File: src/rtl/bip_debug_sender.sv
// BIP debug reporter: times a run from start_bip to halt, then streams a snapshot frame into the UART TX FIFO.
// Optional BIP_DEBUG_CHECKSUM_EN appends an XOR checksum byte (bytes 1..6) to the frame.
module bip_debug_sender #(
    parameter int          AB  = 11,
    parameter int          DB  = 16,
    parameter int          CW  = 16,
    parameter logic [7:0]  HDR = 8'hA5
) (
    input  logic          clk,
    input  logic          reset,
    input  logic          start_bip,
    input  logic          halt,
    input  logic [DB-1:0] acc,
    input  logic [AB-1:0] pc,
    input  logic          tx_full,
    output logic [7:0]    w_data,
    output logic          wr_uart,
    output logic          busy,
    output logic          done
);

    // state | meaning
    // IDLE  | waiting for start_bip
    // RUN   | counting cycles until halt
    // SEND  | streaming the latched frame into the TX FIFO
    // DONE  | one-cycle completion pulse
    localparam logic [1:0] S_IDLE = 2'd0;
    localparam logic [1:0] S_RUN  = 2'd1;
    localparam logic [1:0] S_SEND = 2'd2;
    localparam logic [1:0] S_DONE = 2'd3;

`ifdef BIP_DEBUG_CHECKSUM_EN
    localparam logic [2:0] LAST_IDX = 3'd7;
`else
    localparam logic [2:0] LAST_IDX = 3'd6;
`endif

    localparam logic [CW-1:0] CYC_MAX = '1;

    logic [1:0]    r_state;
    logic [CW-1:0] r_cyc;
    logic [DB-1:0] r_acc;
    logic [AB-1:0] r_pc;
    logic [2:0]    r_idx;

    logic [15:0]   w_acc16;
    logic [15:0]   w_pc16;
    logic [15:0]   w_cyc16;
    logic [7:0]    w_byte;

    assign w_acc16 = 16'(r_acc);
    assign w_pc16  = 16'(r_pc);
    assign w_cyc16 = 16'(r_cyc);

`ifdef BIP_DEBUG_CHECKSUM_EN
    logic [7:0] w_chk;
    assign w_chk = w_acc16[15:8] ^ w_acc16[7:0] ^ w_pc16[15:8] ^ w_pc16[7:0]
                 ^ w_cyc16[15:8] ^ w_cyc16[7:0];
`endif

    always_comb begin
        w_byte = 8'h00;
        case (r_idx)
            3'd0:    w_byte = HDR;
            3'd1:    w_byte = w_acc16[15:8];
            3'd2:    w_byte = w_acc16[7:0];
            3'd3:    w_byte = w_pc16[15:8];
            3'd4:    w_byte = w_pc16[7:0];
            3'd5:    w_byte = w_cyc16[15:8];
            3'd6:    w_byte = w_cyc16[7:0];
`ifdef BIP_DEBUG_CHECKSUM_EN
            3'd7:    w_byte = w_chk;
`endif
            default: w_byte = 8'h00;
        endcase
    end

    assign wr_uart = (r_state == S_SEND) && !tx_full;
    assign w_data  = wr_uart ? w_byte : 8'h00;
    assign busy    = (r_state == S_RUN) || (r_state == S_SEND);
    assign done    = (r_state == S_DONE);

    always_ff @(posedge clk) begin
        if (reset) begin
            r_state <= S_IDLE;
            r_cyc   <= '0;
            r_acc   <= '0;
            r_pc    <= '0;
            r_idx   <= 3'd0;
        end else begin
            case (r_state)
                S_IDLE: begin
                    if (start_bip) begin
                        r_state <= S_RUN;
                        r_cyc   <= '0;
                    end
                end
                S_RUN: begin
                    // the counter simply freezes on the halt edge and serves as the latched count
                    if (halt) begin
                        r_acc   <= acc;
                        r_pc    <= pc;
                        r_idx   <= 3'd0;
                        r_state <= S_SEND;
                    end else if (r_cyc != CYC_MAX) begin
                        r_cyc <= r_cyc + CW'(1);
                    end
                end
                S_SEND: begin
                    if (wr_uart) begin
                        if (r_idx == LAST_IDX) r_state <= S_DONE;
                        else                   r_idx   <= r_idx + 3'd1;
                    end
                end
                S_DONE:  r_state <= S_IDLE;
                default: r_state <= S_IDLE;
            endcase
        end
    end

endmodule

File: config.mk
export PLATFORM = sky130hd
export DESIGN_NAME = bip_debug_sender
export DESIGN_NICKNAME = d
export VERILOG_FILES = /design/src/rtl/bip_debug_sender.sv
export SDC_FILE = /design/constraint.sdc
export NUM_CORES = 1
export LEC_CHECK = 0
export ABC_AREA = 1
export CAP_MARGIN = 30
export CORE_AREA = 3 3 89 91
export DETAILED_ROUTE_END_ITERATION = 12
export DIE_AREA = 0 0 92 94
export GPL_TIMING_DRIVEN = 0
export PLACE_DENSITY_LB_ADDON = 0.15
export SETUP_SLACK_MARGIN = 0.4
export SLEW_MARGIN = 20
export SYNTH_ARGS = -nofsm -noshare
export SYNTH_HDL_FRONTEND = slang
export SYNTH_SLANG_ARGS = --single-unit
export TNS_END_PERCENT = 30
File: constraint.sdc
create_clock -name clk -period 4.3 [get_ports clk]
set_clock_uncertainty 0.1 [all_clocks]
set_input_delay 0.43 -clock clk [delete_from_list [all_inputs] [get_ports clk]]
set_output_delay 0.43 -clock clk [all_outputs]
set_load 0.03 [all_outputs]
### Yosys cells after proc, flatten, opt, wreduce, memory -nomap -nowiden

Cells that the tools add are included.

| word-level totals | value |
|---|---|
| register bits after elaboration | 48 |
| input bits | 32 |
| output and inout bits | 11 |
| word-level logic and storage cells | 50 |

| cells by class | value |
|---|---|
| add/sub/neg operators | 2 |
| eq/ne operators | 17 |
| multiplexer cells | 15 |
| reduce and logical (&&, ||, !) cells | 11 |

Operators by type and width:

| cell | number |
|---|---|
| 8-bit one-hot mux with 7 select lines | 1 |
| 16-bit two-way mux | 3 |
| 16-bit one-hot mux with 2 select lines | 1 |
| 16-bit by 1-bit adder with 16-bit output (second input constant) | 1 |
| 16-bit inequality test (second input constant) | 1 |
| 4-bit AND reduction | 3 |
| 2-bit inequality test (second input constant) | 5 |
| 3-bit equality test (second input constant) | 3 |
| 3-bit two-way mux | 3 |
| 2-bit two-way mux | 4 |
| 8-bit two-way mux | 1 |
| 2-bit one-hot mux with 4 select lines | 1 |
| 3-bit by 2-bit equality test with 1-bit output (second input constant) | 2 |
| 3-bit one-hot mux with 2 select lines | 1 |
| 2-bit equality test (second input constant) | 2 |
| 2-bit by 1-bit inequality test with 1-bit output (second input constant) | 2 |
| 2-bit nonzero test | 2 |
| 3-bit by 1-bit adder with 3-bit output (second input constant) | 1 |
| 3-bit by 1-bit equality test with 1-bit output (second input constant) | 1 |
| 3-bit logical NOT | 1 |
| 2-bit by 1-bit equality test with 1-bit output (second input constant) | 1 |
| 2-bit logical NOT | 1 |
| 2-bit AND reduction | 1 |
| 1-bit logical AND | 1 |
| 2 further kinds | 2 |

### Depth between registers and ports, before layout

Gate-level depths: netlist (run 1).

| logic depth | value |
|---|---|
| depth after elaboration | 4 |
| mapped depth | 11 |
| depth with buffers taken out | 11 |

### Least setup slack after synthesis (run 1)

OpenSTA, ideal clock, no wires.

| path | value |
|---|---|
| kind | register -> output |
| start | register r_state[0] |
| end | output port w_data[1] |
| arrival time | 1.963 ns |
| required time | 3.770 ns |
| path slack | 1.807 ns |
| cell stages (with the launch flop) | 7 |
| buffers on the path | 0 |
| cell sequence | dfxtp_1 > inv_1 > ha_1 > inv_1 > nor2_1 > inv_1 > a41oi_1 |

| between the ends | value |
|---|---|
| cells in the longest elaborated chain, start to end | 3 |

RTL lines:

| element | RTL line | text |
|---|---|---|
| start: declaration | 40 | `logic [1:0] r_state;` |
| start signal: assignment | 85 | `r_state <= S_IDLE;` |
| start signal: assignment | 94 | `r_state <= S_RUN;` |
| start signal: assignment | 104 | `r_state <= S_SEND;` |
| 2-bit equality test | 78 | `assign wr_uart = (r_state == S_SEND) && !tx_full;` |
| 1-bit logical AND | 78 |  |
| named net wr_uart | 17 | `output logic wr_uart,` |
| 8-bit two-way mux | 79 | `assign w_data = wr_uart ? w_byte : 8'h00;` |
| end: declaration | 16 | `output logic [7:0] w_data,` |

The timed path passes the listed nets, and every way through them passes these cells.

### Worst setup path in the final report (run 1)

| path | value |
|---|---|
| start | register r_idx[0] |
| end | output port w_data[4] |

| between the ends | value |
|---|---|
| cells in the longest elaborated chain, start to end | 3 |
| elaborated cells on any way between the ends | 9 |

RTL lines:

| element | RTL line | text |
|---|---|---|
| start: declaration | 44 | `logic [2:0] r_idx;` |
| start signal: assignment | 112 | `else r_idx <= r_idx + 3'd1;` |
| 3-bit equality test (tied with other cells) | 63 | `case (r_idx)` |
| 8-bit one-hot mux with 7 select lines * | 63 |  |
| 8-bit two-way mux * | 79 |  |

Every way passes the cells marked *; elsewhere a longest branch is shown, timed or not.

==> summary.md, run 1 <==
| Metric | Value |
|---|---|
| Nets@finish | 460 |
| Slack of the worst reg-to-reg path | 2.26 ns |
| Total CTS buffers | 5 |
| HPWL after DPL | 5510 um |
| Overflow after GRT | 0 |
| CTS sink cnt | 48 |
| Tightest Pin Transition | 0.542 ns |
| Most common cell after layout, fill and taps aside | nor2_1 |
| DR iter-0 viols | 131 |
| Period utilisation layout | 69.5% |
| WHS Endpoint | r_pc[0] |
| Sequential share of the synthesized area | 38.2% |
| Pwr Density | 467 nW/um^2 |
| CTS tree | done |
| H-tree levels | 2 |
| CP max stage cell | clkdlybuf4s50_1 |
| Resized cells post-CTS | 0 |
| Critical Path RT | 3.77 ns |
| Lkg Pwr | 0.00117 uW |
| GRT Resource Usage Total | 17.0% |
| Crit-path cells | inv_1 > ha_1 > nand2_1 > inv_1 > nand2_1 > o21ai_0 > a21oi_1 > a31oi_1 > clkdlybuf4s50_1 |
| Slew HR | 63.8% |
| Yosys reg bits | 48 |
| Setup crit start kind | flip-flop |
| Post-CTS Setup Bufs | 0 |
| WL final | 6950 um |
| Commonest non-fill, non-tap cells in the layout | nor2_1 (77), nand2_1 (62), dfxtp_1 (48) |
| CTS max path bufs | 2 |
| Outcome | completed |
| Critical Path Max Stage Delay | 0.61 ns |
| Hold Buf Count CTS | 0 |
| Die Ht | 94 um |
| Mapped Area | 2510 um^2 |
| Total number of vias | 2474 |
| Vias in the first global route | 2366 |
| Initial core utilization | 34.8% |
| Tmin final | 2.99 ns |
| RSZ-0062 raised after global routing | no |
| Net Count, Synth | 411 |
| CORE AREA | 7210 um^2 |
| Ys Warns | 0 |
| Row cnt | 31 |
| Wire per inst | 13.4 um |
| Max Fclk | 335 MHz |
| CP arrival | 2.46 ns |
| Fill count | 817 |
| Avg Vias per Cell | 4.78 |
| Maximum VDD drop | 0.251 mV |
| Total iterations of the first detailed-routing run | 4 |
| Antenna violations before repair | 0 |
| Max-slew violations | 0 |
| I/O pins | 43 |
| Total of max-cap violations | 0 |
| Worst hold start | r_pc[0] |
| Fraction of layout cells with a size suffix above 1 | 4.30% |
| Syn_area_per_cell | 6.81 um^2 |
| Launch point of the worst reg-to-reg path | r_state[1] |
| Chip Width | 92 um |
| First-pass GRT wire length | 11500 um |
| Area Overhead vs Synth | 25.4% |
| Largest net degree at the start of global routing | 15 |
| Distinct cells, synth | 29 |
| Root buf cell | clkbuf_8 |
| CP endpoint kind | output port |
| Max Fanout on Critical Path | 7 |
| Critical path type | reg -> out |
| Worst reg2reg endpoint | r_cyc[0] |
| Final hold vios | 0 |
| Worst-Skew Late Latency | 0.31 ns |
| Final ANT Viol Nets | 0 |
| WHS | 0.357 ns |
| DRC Markers | 0 |
| Port Buffers | 42 |
| Hold crit path type | reg -> reg |
| GP Congestion | 0.884 |
| R2R depth | 8 |
| Hold Path Depth | 2 |
| Synth Instances | 369 |
| Clock transition at the registers of the reported paths | 0.09 ns |
| Final setup vio count | 0 |
| N_diodes | 0 |
| Setup total negative slack | 0 ns |
| Die area | 8650 um^2 |
-- cell usage after synthesis --
| cell type | number | share of area (%) |
|---|---|---|
| nor2_1 | 77 | 12 |
| nand2_4 | 1 | 0.45 |
| nand2_1 | 62 | 9.3 |
| o22ai_1 | 5 | 1.2 |
| o21ai_0 | 47 | 9.4 |
| nor2_2 | 1 | 0.25 |
| nor2_4 | 2 | 0.90 |
| xor2_1 | 1 | 0.35 |
| o21ai_1 | 6 | 1.2 |
| a211oi_1 | 4 | 1.2 |
| nor3_1 | 1 | 0.20 |
| a21oi_1 | 23 | 4.6 |
| inv_1 | 41 | 6.1 |
| nand2_2 | 2 | 0.50 |
| a31oi_1 | 5 | 1.2 |
| buf_8 | 1 | 0.60 |
| ha_1 | 10 | 5.0 |
| nand4_1 | 4 | 1.0 |
| nand3b_1 | 1 | 0.30 |
| o21a_1 | 3 | 0.90 |
| a41oi_1 | 1 | 0.35 |
| inv_2 | 2 | 0.30 |
| a21boi_1 | 1 | 0.30 |
| a21oi_2 | 1 | 0.35 |
| a221oi_1 | 2 | 0.70 |
| dfxtp_1 | 48 | 38 |
| nand3_1 | 8 | 1.6 |
| nand4_4 | 1 | 0.85 |
| clkbuf_1 | 8 | 1.2 |
-- power by group --
group / switching [uW] / internal [uW] / leakage, uW
combinational: 392 / 222 / 0.000733
sequential: 49.9 / 522 / 0.000391
clock: 154 / 131 / 0.0000445
total: 596 / 874 / 0.00117
-- metrics by stage --
| step | instance area (um^2) | cells | worst slack (ns) | power, uW | util (%) |
|---|---|---|---|---|---|
| after floorplan | 2510 | 369 | 1.81 | 1000 | - |
| after global placement | 3060 | 510 | 1.61 | 1190 | 42.4 |
| after detailed placement | 3060 | 510 | 1.64 | 1200 | 42.4 |
| after CTS | 3150 | 518 | 1.29 | 1490 | 43.7 |
| after global routing | 3150 | 518 | 1.08 | 1590 | 43.7 |
| final | 3150 | 518 | 1.31 | 1470 | 43.7 |
-- layout make-up --
type	count	area [um^2]	area share, %
tap	99	124	3.93
buffer	9	45.0	1.43
sequential	48	961	30.5
timing repair buffer	42	420	13.3
clock buffer	7	86.3	2.74
inverter	43	161	5.12
multi-input combinational	269	1350	42.7
clock inverter	1	7.51	0.238
-- how the worst max path moves through the flow --
stage,start,end,cells past startpoint
floorplan,r_state[0],w_data[1],6
global placement,tx_full,w_data[1],5
detailed placement,r_idx[0],w_data[4],9
CTS,r_idx[0],w_data[4],9
global route,r_idx[0],w_data[4],9
finish,r_idx[0],w_data[4],9
-- cells by family after synthesis --
logic type | share of synthesized area, %
flip-flops | 38.2
XOR/XNOR | 0.349
adder cells (fa/ha/maj) | 4.98
AO/OA/AOI/OAI | 21.4
buffers and inverters | 8.22
AND/OR/NAND/NOR | 26.8
-- flip-flops by register name (all words and copies together), names as in the netlist --
name     flops
r_idx        3
r_acc       16
r_cyc       16
r_state      2
r_pc        11
-- routing by layer --
metal / vias up / wire length, um / track usage [%]
li1: 1301 / - / -
met2: 53 / 3200 / 28.8
met1: 1112 / 3310 / 22.0
met3: 8 / 354 / 3.21
met4: 0 / 85 / 5.07
met5: - / 0 / 0
-- worst max-delay path, delay by kind of cell, from the launching register on --
| family | cells | cell delay (ns) |
|---|---|---|
| fa+ha+maj | 1 | 0.23 |
| compound gates | 3 | 0.41 |
| flops | 1 | 0.37 |
| buf+inv | 3 | 0.84 |
| simple gates | 2 | 0.30 |
Note: power is estimated with default switching activity, not from simulation.
==> inputs of run 2 (changes only) <==
- clock period: 4.3 -> 2.6 ns (I/O delays scaled with it)
==> summary.md, run 2 (same netlist as run 1, synthesis figures left out) <==
| Metric | Value |
|---|---|
| RSZ-0062 raised after global routing | yes |
| Port Buffers | 42 |
| First-pass GRT wire length | 11600 um |
| CTS max path bufs | 2 |
| Max Fclk | 441 MHz |
| Critical Path RT | 2.24 ns |
| Total iterations of the first detailed-routing run | 4 |
| WL final | 7130 um |
| DRC Markers | 0 |
| Row cnt | 31 |
| Root buf cell | clkbuf_8 |
| Initial core utilization | 34.8% |
| Overflow after GRT | 0 |
| Die area | 8650 um^2 |
| Post-layout util | 43.8% |
| Avg Vias per Cell | 4.79 |
| CP endpoint kind | output port |
| Finished Layout Cells | 518 |
| I/O pins | 43 |
| N_diodes | 0 |
| CP arrival | 1.91 ns |
| H-tree levels | 2 |
| Wire per inst | 13.8 um |
| Max-slew violations | 0 |
| DR iter-0 viols | 97 |
| Final setup vio count | 0 |
| Worst-Skew Late Latency | 0.31 ns |
| Total of max-cap violations | 0 |
| Most common cell after layout, fill and taps aside | nor2_1 |
| Die Ht | 94 um |
| Chip Width | 92 um |
| Antenna violations before repair | 0 |
| Max Fanout on Critical Path | 7 |
| Placed insts | 510 |
| Pwr Density | 802 nW/um^2 |
| Fraction of layout cells with a size suffix above 1 | 8.35% |
| Tightest Pin Transition | 0.554 ns |
| Slew HR | 63.0% |
| Top flop regs | r_acc x16, r_cyc x16, r_pc x11 |
| Vias in the first global route | 2351 |
| Final ANT Viol Nets | 0 |
| Setup WS pre-CTS | 0.165 ns |
| GRT Resource Usage Total | 17.2% |
| CORE AREA | 7210 um^2 |
| Total CTS buffers | 5 |
| Largest net degree at the start of global routing | 17 |
| Commonest non-fill, non-tap cells in the layout | nor2_1 (77), nand2_1 (60), o21ai_0 (47), dfxtp_1 (47), inv_1 (39) |
| GP Congestion | 0.865 |
| Lkg Pwr | 0.00121 uW |
| Period utilisation layout | 87.3% |
| Clock transition at the registers of the reported paths | 0.09 ns |
| Area Overhead vs Synth | 25.8% |
| Critical path type | reg -> out |
| Final hold vios | 0 |
| Post-CTS Setup Bufs | 0 |
| HPWL after DPL | 5520 um |
| Hold crit path type | reg -> reg |
| Nets@finish | 460 |
| CTS tree | done |
| Setup total negative slack | 0 ns |
| Tmin final | 2.27 ns |
| Post-route setup slack | 0.331 ns |
| Maximum VDD drop | 0.360 mV |
| Outcome | completed |
| Setup crit start kind | flip-flop |
| CTS sink cnt | 48 |
| Total number of vias | 2480 |
[run 2: metrics by stage]
stage                     total power, uW  hold WS [ns]  cell area [um^2]
after floorplan                      1660         0.222              2520
after global placement               1980         0.338              3060
after detailed placement             1990         0.347              3060
after CTS                            2560         0.361              3160
after global routing                 2730         0.401              3160
final                                2540         0.357              3160
[run 2: final cells by class]
type / count / area (um^2)
sequential: 48 / 962
tap: 99 / 124
clock inverter: 3 / 47.5
fill: 788 / 4050
timing repair buffer: 42 / 388
buffer: 9 / 45.0
clock buffer: 5 / 68.8
multi-input combinational: 269 / 1370
inverter: 43 / 161
[run 2: routing by layer]
| metal | GRT usage [%] | vias up | wire length, um |
|---|---|---|---|
| met2 | 28.7 | 49 | 3390 |
| met5 | 0 | - | 0 |
| met1 | 22.0 | 1116 | 3270 |
| li1 | - | 1307 | - |
| met4 | 4.21 | 0 | 89 |
| met3 | 4.65 | 8 | 376 |
[run 2: worst paths after layout]
check	from	end	slack, ns	cells after the start
hold / removal	r_acc[5]	r_acc[5]	0.36	2
setup / recovery	r_idx[0]	w_data[3]	0.33	7
setup reg to reg	r_state[1]	r_cyc[15]	0.61	8
hold reg to reg	r_acc[5]	r_acc[5]	0.36	2
[run 2: where the power goes]
part / leakage, uW / switching [uW] / internal, uW
clock network: 0.0000583 / 284 / 290
logic: 0.000765 / 655 / 358
registers: 0.000391 / 85.6 / 863
total: 0.00121 / 1020 / 1510
[run 2: worst max-delay path: stages, from the launching register on]
cell	delay, ns
dfxtp_2	0.35
inv_1	0.08
ha_1	0.24
nand2_2	0.16
o22ai_1	0.11
a21oi_1	0.22
a31oi_1	0.13
clkdlybuf4s18_2	0.31
[run 2: what timing repair did]
action	4_1_cts	5_1_grt
hold buffers	0	0
endpoints found under the setup margin	9	9
gates cloned	0	0
resized for setup	49	3
==> inputs of run 3 (changes only) <==
- SKIP_LAST_GASP: default -> 1
- TNS_END_PERCENT: 30 -> 1
==> summary.md, run 3 (same netlist as run 1, synthesis figures left out) <==
| Metric | Value |
|---|---|
| Die Ht | 94 um |
| Nets@finish | 460 |
| Hold Path Depth | 2 |
| Overflow after GRT | 0 |
| I/O pins | 43 |
| Total number of vias | 2483 |
| Final Power | 2550 uW |
| N_diodes | 0 |
| Commonest non-fill, non-tap cells in the layout | nor2_1 (77), nand2_1 (60), dfxtp_1 (48) |
| Fraction of layout cells with a size suffix above 1 | 8.11% |
| Pwr Density | 805 nW/um^2 |
| Slew HR | 62.8% |
| Area after DPL | 3060 um^2 |
| CP arrival | 1.94 ns |
| WL final | 7200 um |
| Launch point of the worst reg-to-reg path | r_state[1] |
| Worst reg2reg endpoint | r_acc[7] |
| DR iter-0 viols | 159 |
| Slack of the worst reg-to-reg path | 0.61 ns |
| RSZ-0062 raised after global routing | yes |
| Finished Cell Area | 3170 um^2 |
| CORE AREA | 7210 um^2 |
| Setup total negative slack | 0 ns |
| Most used cell along the critical path | inv_1 |
| Post-CTS Setup Bufs | 0 |
| H-tree levels | 2 |
| Crit-path cells | inv_1 > ha_1 > nand2_1 > inv_1 > a21oi_1 > a31oi_1 > clkdlybuf4s18_2 |
| Root buf cell | clkbuf_8 |
| GP Congestion | 0.865 |
| Area Overhead vs Synth | 26.0% |
| R2R depth | 7 |
| Wire per inst | 13.9 um |
| Vias in the first global route | 2351 |
| Tightest Pin Transition | 0.556 ns |
| Max Fclk | 435 MHz |
| Most common cell after layout, fill and taps aside | nor2_1 |
| Row cnt | 31 |
| WP buf/inv | 3 |
| Chip Width | 92 um |
| Final setup vio count | 0 |
| HPWL after DPL | 5520 um |
| Maximum VDD drop | 0.375 mV |
| CTS max path bufs | 2 |
| Die area | 8650 um^2 |
| First-pass GRT wire length | 11600 um |
| Tmin final | 2.30 ns |
| Lkg Pwr | 0.00123 uW |
| Initial core utilization | 34.8% |
| Max-slew violations | 0 |
| GRT Resource Usage Total | 17.2% |
| Final hold vios | 0 |
| Antenna violations before repair | 0 |
| Avg Vias per Cell | 4.79 |
| CTS sink cnt | 48 |
| Critical path type | reg -> out |
| DRC Markers | 0 |
| Setup crit start kind | flip-flop |
| Delay-heaviest family, CP | buffers and inverters |
| Total iterations of the first detailed-routing run | 4 |
| Max Fanout on Critical Path | 6 |
| Largest net degree at the start of global routing | 17 |
| Critical Path RT | 2.24 ns |
| Total CTS buffers | 5 |
| Port Buffers | 42 |
| Clock transition at the registers of the reported paths | 0.09 ns |
| Total of max-cap violations | 0 |
| WHS | 0.358 ns |
| Critical Path Max Stage Delay | 0.37 ns |
| Period utilisation layout | 88.3% |
| Outcome | completed |
| CTS tree | done |
| Top flop regs | r_acc x16, r_cyc x16, r_pc x11 |
| Hold Buf Count CTS | 0 |
| Worst hold start | r_acc[5] |
| Hold crit path type | reg -> reg |
| CP endpoint kind | output port |
| WHS Endpoint | r_acc[5] |
| CP max stage cell | dfxtp_1 |
| Worst-Skew Late Latency | 0.31 ns |
| Final ANT Viol Nets | 0 |
-- run 3: worst max path at each step --
stage	startpoint	to	slack [ns]	depth (start not counted)
after CTS	r_state[0]	w_data[3]	0.30	7
after global placement	r_idx[0]	w_data[4]	0.16	9
final	r_idx[0]	w_data[3]	0.30	7
after global routing	r_idx[1]	w_data[3]	0.19	7
after detailed placement	r_idx[0]	w_data[4]	0.17	9
after floorplan	r_state[0]	w_data[2]	0.28	6
-- run 3: repair_timing --
item                                    CTS  global route
cloned                                    0             0
resized for setup                        48             4
pin swaps                                 0             0
endpoints found under the setup margin    9             9
-- run 3: metrics by stage --
step	cells	worst slack, ns	util (%)
after global placement	510	0.160	42.5
after floorplan	369	0.284	-
after global routing	518	0.191	43.9
after detailed placement	510	0.165	42.5
after CTS	518	0.302	43.8
final	518	0.304	43.9
-- run 3: metal layers --
layer	up-vias	wire (um)	global-route usage (%)
met5	-	0	0
met4	0	71	4.21
met3	6	372	4.65
met2	49	3450	28.7
met1	1120	3310	22.0
li1	1308	-	-
-- run 3: power by group --
| group | internal [uW] | total (uW) | leakage (uW) | switching, uW |
|---|---|---|---|---|
| registers | 863 | 951 | 0.000391 | 88.8 |
| logic | 360 | 1020 | 0.000778 | 662 |
| clock network | 290 | 576 | 0.0000583 | 286 |
| total | 1510 | 2550 | 0.00123 | 1040 |
-- run 3: worst reg2reg max path, stage by stage, from the launching register on --
cell      delay [ns]
dfxtp_1         0.37
inv_1           0.09
ha_1            0.27
nand2_1         0.19
clkbuf_1        0.33
clkbuf_1        0.34
o21ai_0         0.15
nor2_1          0.11
-- run 3: layout make-up --
cell class / instances / area, um^2
fill: 792 / 4050
multi-input combinational: 269 / 1370
sequential: 48 / 961
timing repair buffer: 42 / 388
inverter: 43 / 161
tap: 99 / 124
clock buffer: 5 / 68.8
clock inverter: 3 / 47.5
buffer: 9 / 45.0
